===== config.mk =====
export PLATFORM = sky130hd
export DESIGN_NAME = qspi_wr_fifo
export DESIGN_NICKNAME = d
export VERILOG_FILES = /design/src/rtl/qspi_wr_fifo.sv
export SDC_FILE = /design/constraint.sdc
export NUM_CORES = 1
export LEC_CHECK = 0
export CELL_PAD_IN_SITES_DETAIL_PLACEMENT = 1
export CELL_PAD_IN_SITES_GLOBAL_PLACEMENT = 2
export CORE_ASPECT_RATIO = 2
export CORE_MARGIN = 2
export CORE_UTILIZATION = 37
export DETAILED_ROUTE_END_ITERATION = 6
export PLACE_DENSITY_LB_ADDON = 0.1
export RECOVER_POWER = 100
export SETUP_SLACK_MARGIN = 0.02
export SYNTH_ARGS = -nofsm -noshare
export SYNTH_HDL_FRONTEND = slang
export SYNTH_SLANG_ARGS = --single-unit

===== constraint.sdc =====
create_clock -name qspi_clk -period 2.8 [get_ports qspi_clk]
set_input_delay 0.56 -clock qspi_clk [delete_from_list [all_inputs] [get_ports qspi_clk]]
set_output_delay 0.56 -clock qspi_clk [all_outputs]
set_load 0.01 [all_outputs]

===== src/rtl/qspi_wr_fifo.sv =====
// QSPI slave write path: decodes WREN/WRDI/Page Program on di and packs data bytes into 16-bit FIFO words.
// Issues one SDRAM write request per WR_BL words, plus a short request for any words left pending at csn rise.
module qspi_wr_fifo #(
  parameter int unsigned WR_BL    = 2,
  parameter logic [7:0]  CMD_PP   = 8'h02,
  parameter logic [7:0]  CMD_WREN = 8'h06,
  parameter logic [7:0]  CMD_WRDI = 8'h04
) (
  input  logic        qspi_clk,
  input  logic        rst_n,
  input  logic        csn,
  input  logic        di,
  input  logic        wpn,
  input  logic        holdn,
  output logic [23:0] qspi_wr_addr,
  output logic [7:0]  qspi_wr_len,
  output logic        qspi_wr_req,
  output logic        wel,
  output logic        ovf,
  output logic        fifo_wen,
  output logic [15:0] fifo_wdata,
  input  logic        fifo_wfull
);

  typedef enum logic [1:0] {S_CMD, S_ADDR, S_DATA, S_IGNORE} state_t;

  localparam logic [23:0] BURST_BYTES = 24'(2 * WR_BL);
  localparam logic [7:0]  BURST_LAST  = 8'(WR_BL - 1);

  state_t      state, state_nxt;
  logic [4:0]  bit_cnt;
  logic [23:0] shift_q;
  logic [23:0] shift_in;
  logic [23:0] burst_addr;
  logic [23:0] req_addr_q;
  logic [7:0]  word_cnt;
  logic        burst_done_q;
  logic        cmd_done;
  logic        word_done;

  assign shift_in  = {shift_q[22:0], di};
  assign cmd_done  = (state == S_CMD)  && (bit_cnt == 5'd7);
  assign word_done = (state == S_DATA) && (bit_cnt == 5'd15);

  always_comb begin
    state_nxt = state;
    if (csn) begin
      state_nxt = S_CMD;
    end else if (holdn) begin
      case (state)
        S_CMD: begin
          if (cmd_done) begin
            if (shift_in[7:0] == CMD_PP && wel && wpn) state_nxt = S_ADDR;
            else                                       state_nxt = S_IGNORE;
          end
        end
        S_ADDR:  if (bit_cnt == 5'd23) state_nxt = S_DATA;
        default: state_nxt = state;
      endcase
    end
  end

  always_ff @(posedge qspi_clk or negedge rst_n) begin
    if (!rst_n) begin
      state        <= S_CMD;
      bit_cnt      <= '0;
      shift_q      <= '0;
      burst_addr   <= '0;
      req_addr_q   <= '0;
      word_cnt     <= '0;
      burst_done_q <= 1'b0;
      qspi_wr_addr <= '0;
      qspi_wr_len  <= '0;
      qspi_wr_req  <= 1'b0;
      wel          <= 1'b0;
      ovf          <= 1'b0;
      fifo_wen     <= 1'b0;
      fifo_wdata   <= '0;
    end else begin
      fifo_wen     <= 1'b0;
      qspi_wr_req  <= 1'b0;
      burst_done_q <= 1'b0;
      state        <= state_nxt;

      // Full-burst request trails the last word's fifo_wen slot by one cycle.
      if (burst_done_q) begin
        qspi_wr_req  <= 1'b1;
        qspi_wr_addr <= req_addr_q;
        qspi_wr_len  <= 8'(WR_BL);
      end

      if (csn) begin
        bit_cnt <= '0;
        if (state == S_DATA) begin
          wel <= 1'b0;
          if (word_cnt != 8'd0) begin
            qspi_wr_req  <= 1'b1;
            qspi_wr_addr <= burst_addr;
            qspi_wr_len  <= word_cnt;
            word_cnt     <= '0;
          end
        end
      end else if (holdn) begin
        shift_q <= shift_in;
        if (state_nxt != state || word_done) bit_cnt <= '0;
        else if (state != S_IGNORE)          bit_cnt <= bit_cnt + 5'd1;

        case (state)
          S_CMD: begin
            if (cmd_done) begin
              if (shift_in[7:0] == CMD_WREN)      wel <= 1'b1;
              else if (shift_in[7:0] == CMD_WRDI) wel <= 1'b0;
              else if (state_nxt == S_ADDR)       ovf <= 1'b0;
            end
          end
          S_ADDR: begin
            if (bit_cnt == 5'd23) begin
              burst_addr <= shift_in;
              word_cnt   <= '0;
            end
          end
          S_DATA: begin
            if (word_done) begin
              if (fifo_wfull) begin
                ovf <= 1'b1;
              end else begin
                fifo_wen   <= 1'b1;
                fifo_wdata <= shift_in[15:0];
              end
              // Dropped words still advance the burst and its address.
              if (word_cnt == BURST_LAST) begin
                word_cnt     <= '0;
                burst_done_q <= 1'b1;
                req_addr_q   <= burst_addr;
                burst_addr   <= burst_addr + BURST_BYTES;
              end else begin
                word_cnt <= word_cnt + 8'd1;
              end
            end
          end
          default: ;
        endcase
      end
    end
  end

endmodule


==> results.ini <==
[placed_design]
dpl.hpwl_um=10700
dpl_cell_area_mm2=0.00723
io_buffers=58
place_congestion=0.791
dp.cells=903
pre_cts_slack_ns=0.155

[job]
max-cap-violations=1

[yosys]
ys_types=58
synth_nets=666
ys_seq_elements=139
ys_top_cells_by_area=dfrtp_1, nand2_1, mux2i_1
synth_most_common_cell=nand2_1
syn_area_per_cell_um2=9.83
yosysTopAreaCell=dfrtp_1
yosys.area.top_type_share_pct=54.2
async_flop_share_pct=100
synth_ff_type=dfrtp_1
syn_area_mm2=0.00642
netlist_instances=653
synth_seq_area_share_pct=54.2
yosysWarnings=0
ys_top_cells_by_count=nand2_1, dfrtp_1, o21ai_0, a21oi_1, mux2i_1
synth_edf_count=0

[cts]
path_clk_slew_ns=0.06
holdBufCountCts=0
numCtsBuffers=17
cts_max_level=4
cts_tree=built
cts-root-buf=clkbuf_16
max-clock-path-buffers=2
clock_latency_ns=0.42
clock-sinks=139
cts_resized=0
postCtsSetupBuffers=0

[grt]
grt_max_degree=77
grt_use_total_pct=18.5
grt_pass1_wl_um=27700
antenna_found_initial=0
grt_overflow=0
grt_pass1_vias=5264

[final_layout]
nFillCells=1940
finish.utilization_pct=45.1
finalNonFillerCells=934
area_growth_pct=20.3
stdcell_area_mm2=0.00772
layout-drive-gt1-share_pct=10.2
diodes=0
seq_area_mm2=0.00348
nets=725
multi_input_area_mm2=0.00265

[timing]
fin_crit_sh_pct=89.2
setup_viol=0
fin_skew_ns=0.0107
relSlewSlack_pct=-36.7
holdWs_ns=0.470
tns_ns=0
fin_ws_ns=0.302
hold_violations=0
finalCriticalPeriod_ns=2.50
max_freq_mhz=400
worst_pin_slew_ns=2.05
maxSlewViolCount=76
grt_setup_unrepaired=no

[floorplanning]
design.die.area_mm2=0.0185
core_area_mm2=0.0171
fp.dieW_um=97.1
initial_core_util_pct=37.5
dieHeight_um=190
fp-row-count=68
ios=59

[power]
report.power.total_mw=4.77
p_leak_nw=3.51
vdd_drop_max_mv=0.395
p_per_area_mw_per_mm2=618

[worst_setup_path]
required_ns=3.10
crit_type=reg -> reg
worstSetupEndpointType=flop
crit_arrival_ns=2.79
critPathLaunchType=flop
crit_fanout=17

[drt]
wirelength_um=16000
drt_pass1_iterations=4
wl_per_cell_um=17.1
ant_nets=0
drt_iter0_drc=180
drc_errors=0
vias=4943
routed_via_density=5.29

[outcome]
failed_checks=max-capacitance violations, max-slew violations
status=finished, violations left

[worst_hold_path]
min_path_type=reg -> reg

==> report_power, final <==
part	internal, mW	switching [mW]	total [mW]
logic	0.154	0.187	0.341
registers	2.11	0.104	2.22
clock network	1.35	0.863	2.21
total	3.62	1.15	4.77
==> cell usage in the layout, fill, tap and decap left out, drive strengths merged, types with 4 or more instances in the layout <==
cell	count
nor2b	4
dfrtp	139
dlygate4sd3	53
nand2b	5
o22ai	9
o31ai	9
nand3	15
nor4	5
mux2	17
inv	12
buf	12
nor3	9
mux2i	26
a2bb2oi	4
a22o	6
and3	6
nand2	193
nand4	10
clkdlybuf4s50	4
a31oi	4
clkinv	5
a21oi	28
o21ai	56
ha	6
clkbuf	29
nor2	22
==> worst max-delay path, cell delays in order, from the launching register on <==
cell and delay [ns]:
dfrtp_1 0.38, ha_1 0.21, and3_1 0.16, ha_1 0.20, nand2_1 0.08, nor3_1 0.16, clkbuf_1 0.75, mux2_2 0.42
==> flip-flops by register name, summed over array words and instances, names as in the netlist, 2 cells and up <==
| register | cells |
|---|---|
| fifo_wdata | 16 |
| bit_cnt | 5 |
| state | 2 |
| qspi_wr_addr | 24 |
| shift_q | 23 |
| burst_addr | 24 |
| qspi_wr_len | 8 |
| req_addr_q | 24 |
| word_cnt | 8 |
==> logic make-up after synthesis <==
logic type | share of synthesized area (%)
compound gates | 13.3
xor+xnor | 0.137
fa+ha+maj | 1.17
buf+inv | 3.63
flops | 54.2
mux | 7.04
simple gates | 20.5
==> final timing paths <==
| check | start | to | slack [ns] | depth (start not counted) |
|---|---|---|---|---|
| setup / recovery | bit_cnt[0]$_DFFE_PN0P_ | fifo_wdata[11]$_DFFE_PN0P_ | 0.30 | 7 |
| hold / removal | req_addr_q[15]$_DFFE_PN0P_ | req_addr_q[15]$_DFFE_PN0P_ | 0.47 | 2 |
| setup reg to reg | bit_cnt[0]$_DFFE_PN0P_ | fifo_wdata[11]$_DFFE_PN0P_ | 0.30 | 7 |
| hold reg to reg | req_addr_q[15]$_DFFE_PN0P_ | req_addr_q[15]$_DFFE_PN0P_ | 0.47 | 2 |
| max in group asynchronous | rst_n | word_cnt[3]$_DFFE_PN0P_ | 0.77 | 2 |
| min in group asynchronous | rst_n | qspi_wr_len[2]$_DFF_PN0_ | 0.70 | 1 |
==> per-layer routing <==
metal	GRT usage [%]	share of wire, %	vias up
li1	-	-	2375
met2	30.6	49	77
met4	6.01	1.2	0
met3	2.75	2.4	13
met1	25.1	47	2478
met5	0	0	-
==> cell type report <==
type | count | share of cell area, %
inverters | 11 | 0.535
multi-input cells | 465 | 34.3
clock inverters | 11 | 1.56
flip-flops and latches | 139 | 45.1
repair buffers | 78 | 9.21
well taps | 210 | 3.41
clock buffers | 20 | 5.92
Power figures use the tool's default switching activity.
